`src/rtl/cache_line_writeback.sv`:
```
// Dirty-line eviction engine: buffers one line from data_ram and sends it as one AXI4 INCR write burst.
// Optional CACHE_WB_RETRY_EN: a non-OKAY first response triggers one resend of the buffered burst.
module cache_line_writeback #(
  parameter int TAG_WIDTH    = 20,
  parameter int INDEX_WIDTH  = 6,
  parameter int OFFSET_WIDTH = 4
) (
  input  logic                              i_clk,
  input  logic                              i_rst_n,
  input  logic                              i_req_valid,
  output logic                              o_req_ready,
  input  logic [INDEX_WIDTH-1:0]            i_req_index,
  input  logic [TAG_WIDTH-1:0]              i_req_tag,
  output logic                              o_ram_rreq,
  output logic [INDEX_WIDTH+OFFSET_WIDTH-1:0] o_ram_raddr,
  input  logic [31:0]                       i_ram_rdata,
  output logic                              o_awvalid,
  input  logic                              i_awready,
  output logic [31:0]                       o_awaddr,
  output logic [7:0]                        o_awlen,
  output logic [2:0]                        o_awsize,
  output logic [1:0]                        o_awburst,
  output logic                              o_wvalid,
  input  logic                              i_wready,
  output logic [31:0]                       o_wdata,
  output logic [3:0]                        o_wstrb,
  output logic                              o_wlast,
  input  logic                              i_bvalid,
  output logic                              o_bready,
  input  logic [1:0]                        i_bresp,
  output logic                              o_busy,
  output logic                              o_done,
  output logic                              o_err
);

  localparam int N  = 1 << OFFSET_WIDTH;
  localparam int CW = OFFSET_WIDTH + 1;

  if (TAG_WIDTH + INDEX_WIDTH + OFFSET_WIDTH + 2 != 32) begin : g_bad_widths
    $error("cache_line_writeback: TAG+INDEX+OFFSET+2 must equal 32");
  end

  typedef enum logic [2:0] {IDLE, READ, ADDR, DATA, RESP} state_e;

  state_e                  state_q, state_d;
  logic [TAG_WIDTH-1:0]    tag_q, tag_d;
  logic [INDEX_WIDTH-1:0]  index_q, index_d;
  logic [CW-1:0]           rcnt_q, rcnt_d;
  logic [CW-1:0]           wcnt_q, wcnt_d;
  logic [31:0]             line_q [N];
  logic [OFFSET_WIDTH-1:0] wr_idx;
`ifdef CACHE_WB_RETRY_EN
  logic                    retry_q, retry_d;
`endif

  always_ff @(posedge i_clk) begin
    if (!i_rst_n) begin
      state_q <= IDLE;
      tag_q   <= '0;
      index_q <= '0;
      rcnt_q  <= '0;
      wcnt_q  <= '0;
`ifdef CACHE_WB_RETRY_EN
      retry_q <= 1'b0;
`endif
    end else begin
      state_q <= state_d;
      tag_q   <= tag_d;
      index_q <= index_d;
      rcnt_q  <= rcnt_d;
      wcnt_q  <= wcnt_d;
`ifdef CACHE_WB_RETRY_EN
      retry_q <= retry_d;
`endif
    end
  end

  // RAM data lags the address by one cycle, so the word captured now belongs to rcnt-1.
  assign wr_idx = rcnt_q[OFFSET_WIDTH-1:0] - OFFSET_WIDTH'(1);

  always_ff @(posedge i_clk) begin
    if (state_q == READ && rcnt_q != '0) begin
      line_q[wr_idx] <= i_ram_rdata;
    end
  end

  assign o_awaddr    = {tag_q, index_q, {OFFSET_WIDTH{1'b0}}, 2'b00};
  assign o_awlen     = 8'(N - 1);
  assign o_awsize    = 3'b010;
  assign o_awburst   = 2'b01;
  assign o_wdata     = line_q[wcnt_q[OFFSET_WIDTH-1:0]];
  assign o_wstrb     = 4'hF;
  assign o_ram_raddr = {index_q, rcnt_q[OFFSET_WIDTH-1:0]};
  assign o_busy      = (state_q != IDLE);

  always_comb begin
    state_d     = state_q;
    tag_d       = tag_q;
    index_d     = index_q;
    rcnt_d      = rcnt_q;
    wcnt_d      = wcnt_q;
`ifdef CACHE_WB_RETRY_EN
    retry_d     = retry_q;
`endif
    o_req_ready = 1'b0;
    o_ram_rreq  = 1'b0;
    o_awvalid   = 1'b0;
    o_wvalid    = 1'b0;
    o_wlast     = 1'b0;
    o_bready    = 1'b0;
    o_done      = 1'b0;
    o_err       = 1'b0;
    case (state_q)
      IDLE: begin
        o_req_ready = i_rst_n;
        if (i_req_valid) begin
          tag_d   = i_req_tag;
          index_d = i_req_index;
          rcnt_d  = '0;
`ifdef CACHE_WB_RETRY_EN
          retry_d = 1'b0;
`endif
          state_d = READ;
        end
      end
      READ: begin
        o_ram_rreq = (rcnt_q != CW'(N));
        rcnt_d     = rcnt_q + CW'(1);
        if (rcnt_q == CW'(N)) begin
          state_d = ADDR;
        end
      end
      ADDR: begin
        o_awvalid = 1'b1;
        if (i_awready) begin
          wcnt_d  = '0;
          state_d = DATA;
        end
      end
      DATA: begin
        o_wvalid = 1'b1;
        o_wlast  = (wcnt_q == CW'(N - 1));
        if (i_wready) begin
          wcnt_d = wcnt_q + CW'(1);
          if (o_wlast) begin
            state_d = RESP;
          end
        end
      end
      RESP: begin
        o_bready = 1'b1;
        if (i_bvalid) begin
`ifdef CACHE_WB_RETRY_EN
          // First error response earns one resend straight from the line buffer.
          if (i_bresp != 2'b00 && !retry_q) begin
            retry_d = 1'b1;
            state_d = ADDR;
          end else begin
            o_done  = 1'b1;
            o_err   = (i_bresp != 2'b00);
            state_d = IDLE;
          end
`else
          o_done  = 1'b1;
          o_err   = (i_bresp != 2'b00);
          state_d = IDLE;
`endif
        end
      end
      default: state_d = IDLE;
    endcase
  end

endmodule

```
`config.mk`:
```
export PLATFORM = sky130hd
export DESIGN_NAME = cache_line_writeback
export DESIGN_NICKNAME = d
export VERILOG_FILES = /design/src/rtl/cache_line_writeback.sv
export SDC_FILE = /design/constraint.sdc
export NUM_CORES = 1
export LEC_CHECK = 0
export BUFFER_PORTS_ARGS = -buffer_cell sky130_fd_sc_hd__buf_4
export CAP_MARGIN = 20
export CORE_ASPECT_RATIO = 0.75
export CORE_MARGIN = 4
export CORE_UTILIZATION = 50
export CTS_CLUSTER_SIZE = 40
export DETAILED_ROUTE_END_ITERATION = 8
export PLACE_DENSITY = 0.76
export SYNTH_ARGS = -nofsm -noshare
export SYNTH_HDL_FRONTEND = slang
export SYNTH_SLANG_ARGS = --single-unit
```
`constraint.sdc`:
```
create_clock -name i_clk -period 6.1 [get_ports i_clk]
set_clock_uncertainty 0.05 [all_clocks]
set_input_delay 0.61 -clock i_clk [delete_from_list [all_inputs] [get_ports i_clk]]
set_output_delay 0.61 -clock i_clk [all_outputs]
set_load 0.05 [all_outputs]
```
Yosys cells after proc, flatten, opt, wreduce, memory -nomap -nowiden
Memory sizes are Yosys's and may differ from the RTL's. A register that Yosys moved wholly into a read port is not among the register bits.
Cells that the tools add are included.
{"block": "totals", "wordCells": 59, "ram_bits": 512, "n_memories": 1, "reg_bits": 39, "out_inout_bits": 100, "input_bits": 66}
{"block": "op_classes", "addsub": 3, "eq_ne": 13, "muxes": 26, "reduce_logical": 11}
{"memory": "line_q", "depth": 16, "width": 32, "rd": 1, "rd_ports_with_merged_regs": 1, "write_ports": 1, "line": "50", "text": "logic [31:0] line_q [N];"}
{"cell": "one-hot mux 5 bit (2 select lines)", "count": 2}
{"cell": "two-way mux 3 bit", "count": 6}
{"cell": "two-way mux 5 bit", "count": 3}
{"cell": "one-hot mux 3 bit (5 select lines)", "count": 1}
{"cell": "two-way mux 1 bit", "count": 12}
{"cell": "adder 5 x 1 -> 5 bit (second input constant)", "count": 2}
{"cell": "!= test 2 bit (second input constant)", "count": 5}
{"cell": "two-way mux 4 bit", "count": 2}
{"cell": "== test 3 x 2 -> 1 bit (second input constant)", "count": 2}
{"cell": "AND reduction 6 bit", "count": 1}
{"cell": "nonzero test 2 bit", "count": 3}
{"cell": "== test 5 x 4 -> 1 bit (second input constant)", "count": 1}
{"cell": "== test 5 bit (second input constant)", "count": 1}
{"cell": "!= test 5 bit (second input constant)", "count": 1}
{"cell": "nonzero test 5 bit", "count": 1}
{"cell": "AND reduction 2 bit", "count": 2}
{"cell": "subtractor 4 x 1 -> 4 bit (second input constant)", "count": 1}
{"cell": "== test 3 x 1 -> 1 bit (second input constant)", "count": 1}
{"cell": "== test 3 bit (second input constant)", "count": 1}
{"cell": "zero test 3 bit", "count": 1}
{"cell": "AND reduction 3 bit", "count": 1}
{"cell": "nonzero test 3 bit", "count": 1}
{"cell": "!= test 2 x 1 -> 1 bit (second input constant)", "count": 1}
{"cell": "logical AND 1 bit", "count": 1}

Logic depth before layout (Yosys ltp)
{"block": "logic_depth", "depth_word": 5, "depth_mapped": 6, "depth_no_buf": 6}

Worst setup path after synthesis
OpenSTA, ideal clock, no wires.
{"block": "synth_timing", "kind": "register -> register", "from": "reg rcnt_q[0]", "to": "mem line_q[10][0] (enable)", "setup_ns": 0.432, "slack_ns": 2.764, "arrival_ns": 2.854, "path_stages_with_launch": 6, "cell_sequence": "dfxtp_1 -> inv_1 -> ha_1 -> buf_1 -> a211o_1 -> a21oi_1"}
{"block": "synth_via", "elab_chain_cells": 4, "elab_cells_between_ends": 5, "classes_between": "add/sub (1); mux (2); reduce/logical (2)"}
{"item": "start, declared", "line": "48", "text": "logic [CW-1:0] rcnt_q, rcnt_d;"}
{"item": "start signal, assigned", "line": "70", "text": "rcnt_q <= rcnt_d;"}
{"item": "nonzero test 5 bit", "line": "82", "text": "if (state_q == READ && rcnt_q != '0) begin"}
{"item": "logical AND 1 bit", "line": "82"}
{"item": "two-way mux 1 bit", "line": "82"}
{"item": "two-way mux 1 bit (implied by the code)", "line": "83", "text": "line_q[wr_idx] <= i_ram_rdata;"}
{"item": "end, declared", "line": "50"}
Several ways; a longest one is shown, not always the timed one.

==> out/qor.yml <==
worstMarginPinSlew_ps: 1119
setup_ws_ps: 2343
drv_cap: 0
grt_pass1_wl_um: 70390
grt_pass1_vias: 11020
met1_usage_pct: 28.66
vias: 10870
arrival_ps: 3100
finalHoldViolCount: 0
cts_tree: "built"
ir_drop_uv: 198.9
r2r-start: "state_q[0]$_SDFFE_PN0P_"
clock-root-buffer: "clkbuf_16"
start_util_pct: 50.71
routed_wl_um: 47060
drc: 0
slew_violations: 0
final_antenna_net_count: 0
die_area_mm2: 0.04613
cp_max_fo: 42
grt-busiest-layer: "met2"
worstPathRequired_ps: 5440
drtPass1Iterations: 5
clk_path_buf_depth: 3
cts_resized: 0
min_delay_path_depth: 3
layout-drive-gt1-share_pct: 31.22
drtIter0Drc: 1268
avgSynthCellArea_um2: 19.95
wl_per_cell_um: 25.69
r2r_setup_slack_ps: 3050
timing.rr.end: "line_q[14][24]$_DFFE_PP_"
area_growth_pct: 16.08
yosys_warnings: 0
clk_pin_slew_ps: 60
rsz0062_at_grt: "no"
cts_num_sinks: 555
placed_area_mm2: 0.02307
antenna_found_initial: 5
fin_area_mm2: 0.02480
synth-edff-count: 512
final_nets: 1294
place_ws_ps: 2516
reg2regPathDepth: 5
viasPerCell: 5.935
end_kind: "output port"
cts_inserted_buffers: 51
numPortBuffers: 142
yosysMostFrequentCell: "edfxtp_1"
gp_congestion: 0.7281
synth_top_area_cell: "edfxtp_1"
ys_types: 46
ios: 166
leakagePower_nw: 7.926
fin_hold_ws_ps: 241.2
relSlewSlack_pct: 25.41
seq_area_frac_synth_pct: 76.00
outcome: "finished, final reports clean"
syn_area_mm2: 0.02136
fmax_mhz: 266.2
finalCriticalPeriod_ps: 3757
start_kind: "flip-flop"
timing.final.crit_share_pct: 61.59
holdBufCountCts: 0
synth_common_cells: "512 x edfxtp_1, 128 x mux4_2, 89 x nand2_1, 64 x a22oi_1, 44 x a21oi_1"
power_density_mw_per_mm2: 309.1
grtUsageTotal_pct: 20.36
die_x_um: 246.7
grt_use_met2_pct: 33.39
holdPathEnd: "tag_q[8]$_SDFFE_PN0P_"
hp-start: "i_req_tag[8]"
grt_use_met3_pct: 4.357
globalRouteOverflowTotal: 0
grt_max_degree: 53
worstSetupPathType: "flip-flop to output port"
cts_setup_buffers: 0
ys_async_sr_fraction_pct: 0
hold_class: "primary input to flip-flop"
htree_levels: 2
synth-main-ff-cell: "edfxtp_1"
synth.area.top_cells: "edfxtp_1 72%, mux4_2 13%, dfxtp_1 4.0%"
setup_tns_ps: 0
ys_seq_elements: 555
rows: 65
syn_inst: 1071
clk_latency_ps: 560
yosysTopAreaCellShare_pct: 71.97
detailed_place_hpwl_um: 23600
core_mm2: 0.04213
fp.dieH_um: 187.0
setup_viol: 0
## sequential cells by signal, summed over array words and instances, names as in the netlist, named ones only
signal,cells
line_q,512
tag_q,20
index_q,6
rcnt_q,5
wcnt_q,5
state_q,3
## cells by family after synthesis
| family | Yosys count | synth area share (%) |
|---|---|---|
| other cells | 2 | 0.03515 |
| compound gates | 130 | 4.076 |
| fa+ha+maj | 8 | 0.4686 |
| flops | 555 | 76.00 |
| mux | 131 | 13.64 |
| buf+inv | 101 | 2.612 |
| simple gates | 144 | 3.169 |
## power by group
part / total [W] / switching (W) / internal, W
Sequential: 0.00418 / 0.0000149 / 0.00417
Clock: 0.00320 / 0.00133 / 0.00188
Combinational: 0.000282 / 0.000205 / 0.0000771
Total: 0.00766 / 0.00155 / 0.00612
## cell type report
| cell class | count | area [um2] |
|---|---|---|
| diodes | 1 | 2.502 |
| clock buffers | 68 | 1415 |
| clock inverters | 27 | 269.0 |
| fillers | 3009 | 17330 |
| inverters | 7 | 26.28 |
| multi-input cells | 436 | 4822 |
| flip-flops and latches | 555 | 16240 |
| well taps | 569 | 711.9 |
| repair buffers | 169 | 1309 |
## stage by stage
| stage | util [%] | power [W] | std cells |
|---|---|---|---|
| global placement | 54.76 | 0.004531 | 1734 |
| detailed placement | 54.76 | 0.004541 | 1734 |
| floorplan | - | 0.004433 | 1092 |
| global route | 58.87 | 0.007912 | 1832 |
| finish | 58.87 | 0.007665 | 1832 |
| CTS | 58.76 | 0.007709 | 1829 |
## worst max-delay path, stage by stage, from the launching register on
cell	delay, ps
dfxtp_4	480
buf_16	330
buf_4	550
mux4_2	610
a22oi_1	210
nand2_1	110
buf_4	210
## layout by cell type, fill, tap and decap left out, types with 6 or more instances in the layout
cell         n
clkinv_2     6
dfxtp_1     41
a21oi_4      8
nor2_4       9
nand3_1     12
clkbuf_16   53
buf_4      166
mux4_2     128
clkinv_1    14
a22oi_1     64
clkbuf_1    10
inv_1        7
ha_1         8
a21oi_1     36
bufinv_16    6
conb_1      23
nand2_1     89
edfxtp_1   512
## worst max-delay path by stage
| stage | endpoint | from | cells after the start |
|---|---|---|---|
| final | o_wdata[13] | flip-flop | 6 |
| after detailed placement | o_wdata[0] | flip-flop | 5 |
| after global placement | o_wdata[0] | flip-flop | 5 |
| after global routing | o_wdata[7] | flip-flop | 6 |
| after floorplan | line_q[10][0]$_DFFE_PP_ | rcnt_q[0]$_SDFFE_PN0P_ | 5 |
| after CTS | o_wdata[0] | flip-flop | 5 |
## per-layer routing
layer | vias to the layer above | share of wire [%]
met2 | 507 | 51
met4 | 8 | 1.8
met1 | 5661 | 38
li1 | 4622 | -
met5 | - | 0.11
met3 | 75 | 9.0
Note: power is estimated with default switching activity, not from simulation.
